### src/rtl/fft_sched.sv
// Address/twiddle sequencer for an in-place radix-2 DIT FFT: one butterfly per cycle,
// write-back addresses delayed to match the butterfly datapath, pipeline drained between stages.
module fft_sched #(
   parameter int unsigned N_POINTS   = 512,
   parameter int unsigned ADDR_W     = $clog2(N_POINTS),
   parameter int unsigned BF_LATENCY = 3
) (
   input  logic                      clk,
   input  logic                      rst_n,
   input  logic                      start_i,
   output logic                      busy_o,
   output logic                      done_o,
   output logic                      rd_en_o,
   output logic [ADDR_W-1:0]         rd_addr_a_o,
   output logic [ADDR_W-1:0]         rd_addr_b_o,
   output logic [ADDR_W-2:0]         tw_addr_o,
   output logic                      wr_en_o,
   output logic [ADDR_W-1:0]         wr_addr_a_o,
   output logic [ADDR_W-1:0]         wr_addr_b_o,
   output logic [$clog2(ADDR_W):0]   stage_o
);

   localparam int unsigned SW = $clog2(ADDR_W) + 1;
   localparam int unsigned KW = ADDR_W - 1;
   localparam int unsigned DW = $clog2(BF_LATENCY + 1);
   localparam logic [KW-1:0] K_LAST = KW'(N_POINTS / 2 - 1);
   localparam logic [SW-1:0] S_LAST = SW'(ADDR_W - 1);
   localparam logic [DW-1:0] D_LAST = DW'(BF_LATENCY - 1);

   typedef enum logic [1:0] {IDLE, RUN, DRAIN, DONE} state_t;

   state_t            state, state_nx;
   logic [SW-1:0]     s, s_nx;
   logic [KW-1:0]     k, k_nx;
   logic [DW-1:0]     dcnt, dcnt_nx;

   logic [ADDR_W-1:0] kx, half, pos, grp, addr_a;

   logic [BF_LATENCY-1:0] dv;
   logic [ADDR_W-1:0]     da [BF_LATENCY];
   logic [ADDR_W-1:0]     db [BF_LATENCY];

   always_ff @(posedge clk or negedge rst_n) begin
      if (!rst_n) begin
         state <= IDLE;
         s     <= '0;
         k     <= '0;
         dcnt  <= '0;
      end else begin
         state <= state_nx;
         s     <= s_nx;
         k     <= k_nx;
         dcnt  <= dcnt_nx;
      end
   end

   always_comb begin
      state_nx = state;
      s_nx     = s;
      k_nx     = k;
      dcnt_nx  = dcnt;
      busy_o   = (state != IDLE);
      done_o   = (state == DONE);
      rd_en_o  = (state == RUN);
      unique case (state)
         IDLE: begin
            if (start_i) begin
               state_nx = RUN;
               s_nx     = '0;
               k_nx     = '0;
            end
         end
         RUN: begin
            if (k == K_LAST) begin
               state_nx = DRAIN;
               k_nx     = '0;
               dcnt_nx  = '0;
            end else begin
               k_nx = k + KW'(1);
            end
         end
         DRAIN: begin
            if (dcnt == D_LAST) begin
               dcnt_nx = '0;
               if (s < S_LAST) begin
                  s_nx     = s + SW'(1);
                  state_nx = RUN;
               end else begin
                  state_nx = DONE;
               end
            end else begin
               dcnt_nx = dcnt + DW'(1);
            end
         end
         DONE: begin
            state_nx = IDLE;
            s_nx     = '0;
         end
         default: state_nx = IDLE;
      endcase
   end

   // Top operand sits at grp*2*half + pos; the twiddle exponent scales pos up to the N-point grid.
   always_comb begin
      kx          = {1'b0, k};
      half        = ADDR_W'(1) << s;
      pos         = kx & (half - ADDR_W'(1));
      grp         = kx >> s;
      addr_a      = (grp << (s + SW'(1))) + pos;
      rd_addr_a_o = '0;
      rd_addr_b_o = '0;
      tw_addr_o   = '0;
      if (state == RUN) begin
         rd_addr_a_o = addr_a;
         rd_addr_b_o = addr_a + half;
         tw_addr_o   = (ADDR_W-1)'(pos << (S_LAST - s));
      end
   end

   always_ff @(posedge clk or negedge rst_n) begin
      if (!rst_n) begin
         dv <= '0;
         for (int unsigned i = 0; i < BF_LATENCY; i++) begin
            da[i] <= '0;
            db[i] <= '0;
         end
      end else begin
         dv[0] <= rd_en_o;
         da[0] <= rd_addr_a_o;
         db[0] <= rd_addr_b_o;
         for (int unsigned i = 1; i < BF_LATENCY; i++) begin
            dv[i] <= dv[i-1];
            da[i] <= da[i-1];
            db[i] <= db[i-1];
         end
      end
   end

   assign wr_en_o     = dv[BF_LATENCY-1];
   assign wr_addr_a_o = da[BF_LATENCY-1];
   assign wr_addr_b_o = db[BF_LATENCY-1];
   assign stage_o     = s;

endmodule

### config.mk
export PLATFORM = sky130hd
export DESIGN_NAME = fft_sched
export DESIGN_NICKNAME = d
export VERILOG_FILES = /design/src/rtl/fft_sched.sv
export SDC_FILE = /design/constraint.sdc
export NUM_CORES = 1
export LEC_CHECK = 0
export BUFFER_PORTS_ARGS = -buffer_cell sky130_fd_sc_hd__buf_4
export CORE_ASPECT_RATIO = 1.5
export CORE_UTILIZATION = 40
export CTS_BUF_LIST = sky130_fd_sc_hd__clkbuf_16
export CTS_CLUSTER_SIZE = 30
export DETAILED_ROUTE_END_ITERATION = 8
export SLEW_MARGIN = 15
export SYNTH_ARGS = -nofsm -noshare
export SYNTH_HDL_FRONTEND = slang
export SYNTH_SLANG_ARGS = --single-unit
### constraint.sdc
create_clock -name clk -period 13.09 [get_ports clk]
set_input_delay 2.618 -clock clk [delete_from_list [all_inputs] [get_ports clk]]
set_output_delay 2.618 -clock clk [all_outputs]
set_load 0.05 [all_outputs]
==> results of run 1 <==
==> cell usage in the layout (no fill, tap or decap), drive strengths merged, types with 4 or more instances in the layout <==
| cell | Yosys | layout |
|---|---|---|
| nand2 | 36 | 36 |
| buf | 29 | 56 |
| a21boi | 4 | 4 |
| o22ai | 7 | 7 |
| clkinv | 1 | 4 |
| and3 | 11 | 11 |
| nor2b | 8 | 8 |
| nor3 | 17 | 17 |
| a21oi | 21 | 21 |
| a31oi | 5 | 5 |
| ha | 26 | 26 |
| dfrtp | 74 | 74 |
| xnor2 | 12 | 12 |
| nor3b | 4 | 4 |
| o21ai | 35 | 35 |
| mux2 | 4 | 4 |
| and2 | 16 | 16 |
| nor2 | 32 | 32 |
| inv | 18 | 20 |
| a21o | 5 | 5 |
| a311oi | 4 | 4 |
| mux2i | 14 | 14 |
| nand2b | 7 | 7 |
| o21bai | 4 | 4 |
| o31ai | 4 | 4 |
| nand3 | 10 | 10 |
| or3 | 5 | 5 |
| xor2 | 4 | 4 |
| clkbuf | 16 | 9 |
| or2 | 4 | 4 |
==> worst reg2reg max path: cells and delay by family, from the launching register on <==
kind                       cells  cell delay [ns]
AOI/OAI and AO/OA              7             1.59
buffers and inverters          2             0.71
DFF                            1             0.76
and+or+nand+nor                4             0.85
adders and majority gates      3             1.31
xor gates and xnor gates       1             0.18
==> flip-flops by register name (all words and copies together) (netlist names) <==
| register | cells |
|---|---|
| db | 18 |
| k | 8 |
| da | 18 |
| stage_o | 5 |
| state | 2 |
| wr_addr_b_o | 9 |
| wr_addr_a_o | 9 |
| dv | 3 |
| dcnt | 2 |
==> path summary, 6_finish.rpt <==
kind / endpoint / slack [ns]
min reg2reg: dv[1]$_DFF_PN0_ / 0.34
max in group asynchronous: da[24]$_DFF_PN0_ / 10.11
max: rd_addr_b_o[8] / 4.50
min in group asynchronous: dv[1]$_DFF_PN0_ / 2.41
max reg2reg: db[26]$_DFF_PN0_ / 7.60
min: dv[1]$_DFF_PN0_ / 0.34
==> routing by layer <==
| layer | vias up | global-route usage [%] |
|---|---|---|
| li1 | 1700 | - |
| met1 | 1725 | 24.3 |
| met2 | 92 | 36.8 |
| met3 | 27 | 4.21 |
| met4 | 0 | 10.9 |
| met5 | - | 0 |
==> cell type report <==
type,instances,area [µm²],area share [%]
multi-input cells,336,2290,44.5
flip-flops and latches,74,1850,36.0
repair buffers,56,420,8.17
clock buffers,9,225,4.38
well taps,147,184,3.58
clock inverters,7,101,1.97
inverters,19,71.3,1.39
==> through the flow <==
step                      power, mW  utilization, %  setup slack, ns  hold WS [ns]
final                         0.998            46.8             4.50         0.343
after global placement        0.734            43.8             4.92         0.331
after floorplan               0.627               -             5.25         0.331
after CTS                      1.01            46.8             4.52         0.348
after global routing           1.06            46.8             3.92         0.350
after detailed placement      0.736            43.8             4.93         0.335
==> cells by family (layout without fill, tap and decap cells) <==
group | count (synthesis) | count (layout) | synth area share (%)
XOR/XNOR | 16 | 16 | 3.13
flip-flops | 74 | 74 | 41.3
AO/OA/AOI/OAI | 112 | 112 | 16.8
adder cells (fa/ha/maj) | 28 | 28 | 8.15
multiplexers | 18 | 18 | 4.13
AND/OR/NAND/NOR | 162 | 162 | 18.8
buffers and inverters | 64 | 91 | 7.59
==> power by group through the flow <==
| stage | clock network [mW] | registers (mW) | logic (mW) |
|---|---|---|---|
| 2_1_floorplan | 0 | 0.300 | 0.327 |
| 3_3_place_gp | 0 | 0.304 | 0.431 |
| 3_5_place_dp | 0 | 0.305 | 0.431 |
| 4_1_cts | 0.275 | 0.301 | 0.433 |
| 5_1_grt | 0.287 | 0.309 | 0.465 |
| 6_report | 0.268 | 0.301 | 0.429 |
==> results.json, run 1 <==
{
  "run_status": "finished clean",
  "die_area_um2": 11600,
  "met2WireLength_um": 6040,
  "part_of_the_power_in_registers_pct": 30.2,
  "power.ir.vdd_worst_v": 0.000159,
  "count_of_state_elements_after_synthesis": 74,
  "synth-edff-count": 0,
  "critical_path_cell_count": 18,
  "clkSlewWorstSetupHoldPaths_ns": 0.07,
  "fp.dieH_um": 132,
  "post_route_clock_skew_ns": 0.0108,
  "area.growth.synth_to_final_pct": 14.8,
  "post_layout_cell_count": 648,
  "max-slew-margin-rel_pct": 38.2,
  "grt_overflow_total": 0,
  "mappedNetlistArea_um2": 4480,
  "reg2reg_depth": 17,
  "remaining_drc_errors": 0,
  "synthDistinctLibCells": 68,
  "critPathMaxStageDelay_ns": 0.83,
  "synth_flop_cell": "sky130_fd_sc_hd__dfrtp_1",
  "synth_async_sr_flop_share_pct": 100,
  "cp_top_family": "compound AO/OA/AOI/OAI gates",
  "synth_top_area_share_pct": 41.3,
  "cts_root_buffer": "sky130_fd_sc_hd__clkbuf_16",
  "synth_sequential_area_ratio_pct": 41.3,
  "synth_top_cell_by_area": "sky130_fd_sc_hd__dfrtp_1",
  "critPathRequiredTime_ns": 10.47,
  "dp_area_um2": 4820,
  "dpl.cell_count": 632,
  "cts_hold_buf": 0,
  "swShare_pct": 42.1,
  "startpoint_type": "flip-flop",
  "synth_top_cells_by_count": "sky130_fd_sc_hd__dfrtp_1, sky130_fd_sc_hd__nand2_1, sky130_fd_sc_hd__nor2_1, sky130_fd_sc_hd__o21ai_0, sky130_fd_sc_hd__ha_1",
  "detailroute.via_count": 3544,
  "tritoncts_sink_count": 74,
  "setup_repair_after_global_routing_missed_its_margin": "false",
  "dr.pass1.iters": 4,
  "max_freq_ghz": 0.116,
  "cts-buffers-inserted": 9,
  "dr_wl_met3_um": 358,
  "ctsHtreeMaxLevel": 3,
  "floorplan_die_width_um": 88.4,
  "endpoint_kind": "output port",
  "ctsResizeCount": 0,
  "num_ports": 56,
  "finalHoldViolations": 0,
  "yosysWarnings": 0,
  "p_comb_share_pct": 43.0,
  "grt_first_pass_wirelength_um": 18800,
  "highest_routed_layer": "met4",
  "clockPowerShare_pct": 26.8,
  "post_cts_setup_bufs": 0,
  "gp_congestion": 0.899,
  "layout.nets": 527,
  "grt_max_degree": 75,
  "tritoncts_clock_tree": "built",
  "tns_ns": 0,
  "port_buffers": 55,
  "num-fill-cells": 1049,
  "wire_per_inst_um": 17.4,
  "design_area_um2": 5140,
  "power-per-cell-area_nw_per_um2": 194,
  "grt.total_usage_pct": 21.4,
  "placement_rows": 47,
  "maxSlewViolCount": 0,
  "detail-route-antenna-nets": 0,
  "most_instantiated_library_cell_after_synthesis": "sky130_fd_sc_hd__dfrtp_1",
  "number_of_global_route_vias_before_repair": 3639,
  "p_sw_mw": 0.420,
  "max_slew.worst_pin.slew_ns": 0.927,
  "hold_start": "dv[0]$_DFF_PN0_",
  "layout_min_cycle_time_ns": 8.59,
  "path_cells": "inv_1, ha_1, clkinv_1, o31ai_1, nor2b_1, ha_1, a21oi_1, o21bai_1, a21oi_1, o21ai_0, xor2_1, ha_1, or3_1, a311oi_1, nor3_1, o2111ai_1, nor3b_2, buf_4",
  "postSynthNetCount": 505,
  "worst-setup-path-type": "flip-flop to output port",
  "timing.critical_path.slowest_stage_cell": "sky130_fd_sc_hd__ha_1",
  "worst_setup_path_startpoint": "stage_o[1]$_DFFE_PN0P_",
  "synthesis.instances": 474,
  "wl_met1_um": 4380,
  "leading_cell_types_by_total_area_after_synthesis": "sky130_fd_sc_hd__dfrtp_1, sky130_fd_sc_hd__ha_1, sky130_fd_sc_hd__o21ai_0",
  "min_period_over_period_pct": 65.6,
  "hp-class": "flip-flop to flip-flop",
  "maxCapViolations": 0,
  "routed_wirelength_um": 11300,
  "clkLatencyLatePin_ns": 0.35,
  "core_um2": 11000,
  "layout-drive-gt1-share_pct": 17.4,
  "initialDrtViolationCount": 161,
  "initial_utilization_pct": 40.8,
  "cts_max_path_buffers": 2,
  "synthesis.area_per_instance_um2": 9.46,
  "vias_cell": 5.47,
  "finalSetupViolations": 0,
  "buffers_inverters_on_critical_path": 3,
  "grt_antenna_before_repair": 0,
  "critPathMostFrequentCell": "sky130_fd_sc_hd__ha_1",
  "worstPathMaxFanout": 25,
  "hpwlAfterDp_um": 8440,
  "hold_path_depth": 0,
  "reg2reg_from": "stage_o[1]$_DFFE_PN0P_",
  "total_leakage_power_nw": 2.47,
  "internal-power_mw": 0.578,
  "antennaDiodeCount": 0,
  "crit_arrival_ns": 5.97
}
(Power assumes the default switching activity.)
==> run 2: changes to the inputs <==
--- a/config.mk
+++ b/config.mk
@@ -5,6 +5,7 @@
 export SDC_FILE = /design/constraint.sdc
 export NUM_CORES = 1
 export LEC_CHECK = 0
+export ABC_AREA = 1
 export BUFFER_PORTS_ARGS = -buffer_cell sky130_fd_sc_hd__buf_4
 export CORE_ASPECT_RATIO = 1.5
 export CORE_UTILIZATION = 40
==> constraint.sdc (replaced) <==
create_clock -name clk -period 7.3 [get_ports clk]
set_input_delay 1.46 -clock clk [delete_from_list [all_inputs] [get_ports clk]]
set_output_delay 1.46 -clock clk [all_outputs]
set_load 0.05 [all_outputs]
==> run 2 against run 1 <==
Final cell count grew 10%. Area after synthesis shrank 2.6%. Non-clock buffer count grew 1. Worst setup slack lost 4.0 ns. Critical path depth grew 8. First-iteration DRC count shrank 3.1%. Wire length shrank 7.0%. Power grew to 2.6 times the previous value. Sequential share of layout area grew 0.32 points. Largest cell class unchanged.
==> results.json, run 2 <==
{
  "power-per-cell-area_nw_per_um2": 516,
  "tns_ns": 0,
  "finalPower_mw": 2.63,
  "gp_congestion": 0.900,
  "endpoint_kind": "output port",
  "wire_per_inst_um": 14.6,
  "final_common_cell": "sky130_fd_sc_hd__nand2_1",
  "multiInputGateArea_um2": 2000,
  "num_ports": 56,
  "grt_first_pass_wirelength_um": 17000,
  "routed_wirelength_um": 10500,
  "worstPathMaxFanout": 12,
  "critPathMostFrequentCell": "sky130_fd_sc_hd__inv_1",
  "area.sequential_um2": 1850,
  "maxSlewViolCount": 0,
  "synthesis.instances": 531,
  "detailroute.via_count": 3642,
  "max-slew-margin-rel_pct": 40.7,
  "area.growth.synth_to_final_pct": 16.9,
  "grt_max_degree": 75,
  "finalSetupViolations": 0,
  "leading_cell_types_by_total_area_after_synthesis": "sky130_fd_sc_hd__dfrtp_1, sky130_fd_sc_hd__ha_1, sky130_fd_sc_hd__nand2_1",
  "ctsHtreeMaxLevel": 3,
  "remaining_drc_errors": 0,
  "tritoncts_clock_tree": "built",
  "synth_async_sr_flop_share_pct": 100,
  "synth_top_cells_by_count": "sky130_fd_sc_hd__nand2_1, sky130_fd_sc_hd__dfrtp_1, sky130_fd_sc_hd__inv_1, sky130_fd_sc_hd__nand3_1, sky130_fd_sc_hd__nor2_1",
  "synth_sequential_area_ratio_pct": 42.4,
  "buffers_inverters_on_critical_path": 7,
  "initialDrtViolationCount": 156,
  "die_area_um2": 11300,
  "yosysWarnings": 0,
  "cts-buffers-inserted": 9,
  "grt.total_usage_pct": 19.9,
  "most_instantiated_library_cell_after_synthesis": "sky130_fd_sc_hd__nand2_1",
  "initial_utilization_pct": 41.2,
  "synth-edff-count": 0,
  "layout-drive-gt1-share_pct": 17.7,
  "detail-route-antenna-nets": 0,
  "layout_top_registers": "da: 18 flops, db: 18 flops",
  "clkLatencyLatePin_ns": 0.34,
  "synth_flop_cell": "sky130_fd_sc_hd__dfrtp_1",
  "worst_setup_path_startpoint": "stage_o[1]$_DFFE_PN0P_",
  "synthesis.area_per_instance_um2": 8.22,
  "count_of_state_elements_after_synthesis": 74,
  "core_um2": 10600,
  "placement_rows": 46,
  "dr.pass1.iters": 4,
  "cts_root_buffer": "sky130_fd_sc_hd__clkbuf_16",
  "fp.dieH_um": 130,
  "synth_top_cell_by_area": "sky130_fd_sc_hd__dfrtp_1",
  "worst-setup-path-type": "flip-flop to output port",
  "cts_max_path_buffers": 2,
  "post_route_clock_skew_ns": 0.0108,
  "antennaDiodeCount": 0,
  "crit_arrival_ns": 5.32,
  "grt_antenna_before_repair": 0,
  "vias_cell": 5.09,
  "power.ir.vdd_worst_v": 0.000144,
  "mappedNetlistArea_um2": 4370,
  "layout_min_cycle_time_ns": 6.78,
  "setup_repair_after_global_routing_missed_its_margin": "false",
  "synth_top_area_share_pct": 42.4,
  "hold_start": "da[13]$_DFF_PN0_",
  "min_period_over_period_pct": 92.9,
  "final_cell_mix": "sky130_fd_sc_hd__nand2_1, sky130_fd_sc_hd__dfrtp_1, sky130_fd_sc_hd__inv_1",
  "layout.nets": 598,
  "run_status": "finished clean",
  "setup.worst_path.end": "rd_addr_b_o[8]",
  "tritoncts_sink_count": 74,
  "critPathMaxStageDelay_ns": 0.49,
  "number_of_global_route_vias_before_repair": 3533,
  "cp_top_family": "adder cells",
  "total_leakage_power_nw": 2.73,
  "hold_slack_ns": 0.343,
  "hp-class": "flip-flop to flip-flop",
  "finalCoreUtilization_pct": 48.2,
  "startpoint_type": "flip-flop",
  "clkSlewWorstSetupHoldPaths_ns": 0.06,
  "postSynthNetCount": 562,
  "worstReg2RegEnd": "db[26]$_DFF_PN0_",
  "maxCapViolations": 0,
  "finalHoldViolations": 0,
  "critical_path_cell_count": 26,
  "grt_overflow_total": 0,
  "timing.critical_path.slowest_stage_cell": "sky130_fd_sc_hd__dfrtp_2",
  "hpwlAfterDp_um": 7970,
  "regToRegSetupSlack_ns": 2.46,
  "max_freq_ghz": 0.147,
  "reg2reg_from": "stage_o[1]$_DFFE_PN0P_",
  "post_cts_setup_bufs": 0,
  "synthDistinctLibCells": 45,
  "floorplan_die_width_um": 87.3,
  "reg2reg_depth": 25,
  "port_buffers": 55,
  "num-fill-cells": 1075,
  "max_slew.worst_pin.slew_ns": 0.889,
  "critPathRequiredTime_ns": 5.84
}
## run 2: cell count changes in the layout (fill, tap and decap cells not counted), moves of 11 or more
cell | before | now
sky130_fd_sc_hd__mux2i_1 | 14 | 0
sky130_fd_sc_hd__nand2_1 | 35 | 86
sky130_fd_sc_hd__o21ai_0 | 31 | 20
sky130_fd_sc_hd__xnor2_1 | 12 | 1
sky130_fd_sc_hd__inv_1 | 16 | 63
sky130_fd_sc_hd__nor2_1 | 32 | 50
sky130_fd_sc_hd__nand3_1 | 10 | 51
sky130_fd_sc_hd__a21oi_1 | 20 | 39
sky130_fd_sc_hd__and3_1 | 11 | 0
sky130_fd_sc_hd__and2_1 | 16 | 0
## run 2: worst reg2reg max path, stage by stage (launching register included)
cell                         delay (ns)
sky130_fd_sc_hd__dfrtp_2           0.49
sky130_fd_sc_hd__clkinvlp_4        0.19
sky130_fd_sc_hd__ha_2              0.23
sky130_fd_sc_hd__ha_1              0.14
sky130_fd_sc_hd__inv_1             0.06
sky130_fd_sc_hd__nor2_2            0.18
sky130_fd_sc_hd__inv_2             0.06
sky130_fd_sc_hd__ha_1              0.28
sky130_fd_sc_hd__nor2_2            0.22
sky130_fd_sc_hd__inv_1             0.13
sky130_fd_sc_hd__fa_1              0.47
sky130_fd_sc_hd__nor2_1            0.19
sky130_fd_sc_hd__nor2_1            0.06
sky130_fd_sc_hd__o21bai_1          0.26
sky130_fd_sc_hd__a21oi_1           0.11
sky130_fd_sc_hd__o21bai_1          0.17
sky130_fd_sc_hd__xor2_1            0.21
sky130_fd_sc_hd__inv_1             0.07
sky130_fd_sc_hd__ha_1              0.32
sky130_fd_sc_hd__nand2_1           0.10
sky130_fd_sc_hd__inv_1             0.04
sky130_fd_sc_hd__nand4_1           0.07
sky130_fd_sc_hd__o211ai_1          0.10
sky130_fd_sc_hd__xnor2_1           0.27
sky130_fd_sc_hd__nand3_1           0.11
sky130_fd_sc_hd__a21oi_1           0.20
## run 2: cell families after synthesis
logic type | count (synthesis) | synth area share [%]
buffers and inverters | 107 | 11.9
adders and majority gates | 28 | 8.37
AOI/OAI and AO/OA | 97 | 13.1
and+or+nand+nor | 214 | 22.1
xor gates and xnor gates | 11 | 2.21
DFF | 74 | 42.4
## run 2: worst min-delay path by stage
stage / slack [ns] / to / cells past startpoint
floorplan: 0.33 / da[10]$_DFF_PN0_ / 0
global placement: 0.33 / dv[1]$_DFF_PN0_ / 0
detailed placement: 0.33 / da[16]$_DFF_PN0_ / 0
CTS: 0.35 / wr_addr_a_o[4]$_DFF_PN0_ / 0
global route: 0.35 / wr_addr_a_o[6]$_DFF_PN0_ / 0
finish: 0.34 / wr_addr_a_o[4]$_DFF_PN0_ / 0
## run 2: area by class of cell
class                   instances  share of cell area, %
clock buffers                   9                   4.42
clock inverters                 6                   2.26
inverters                      75                   5.86
multi-input cells             350                   39.2
flip-flops and latches         74                   36.3
well taps                     144                   3.53
repair buffers                 57                   8.39
## run 2: per-stage QoR
stage               instances  setup WS [ns]  area, µm²
floorplan                 531          0.583       4370
global placement          700          0.748       4750
detailed placement        700          0.553       4750
CTS                       715          0.159       5090
global route              715         0.0714       5100
finish                    715          0.519       5100
## run 2: report_power, final
part,internal [mW],switching (mW)
clock network,0.333,0.169
registers,0.529,0.0536
logic,0.450,1.09
## run 2: per-layer routing
layer	wire length, µm	track usage (%)
met5	0	0
met4	416	11.6
met3	362	3.42
met1	4000	20.8
met2	5700	36.7
## run 2: repair_timing
action | CTS | global route
endpoints found under the setup margin | 0 | 2
resized for setup | 0 | 6
hold buffers | 0 | 0
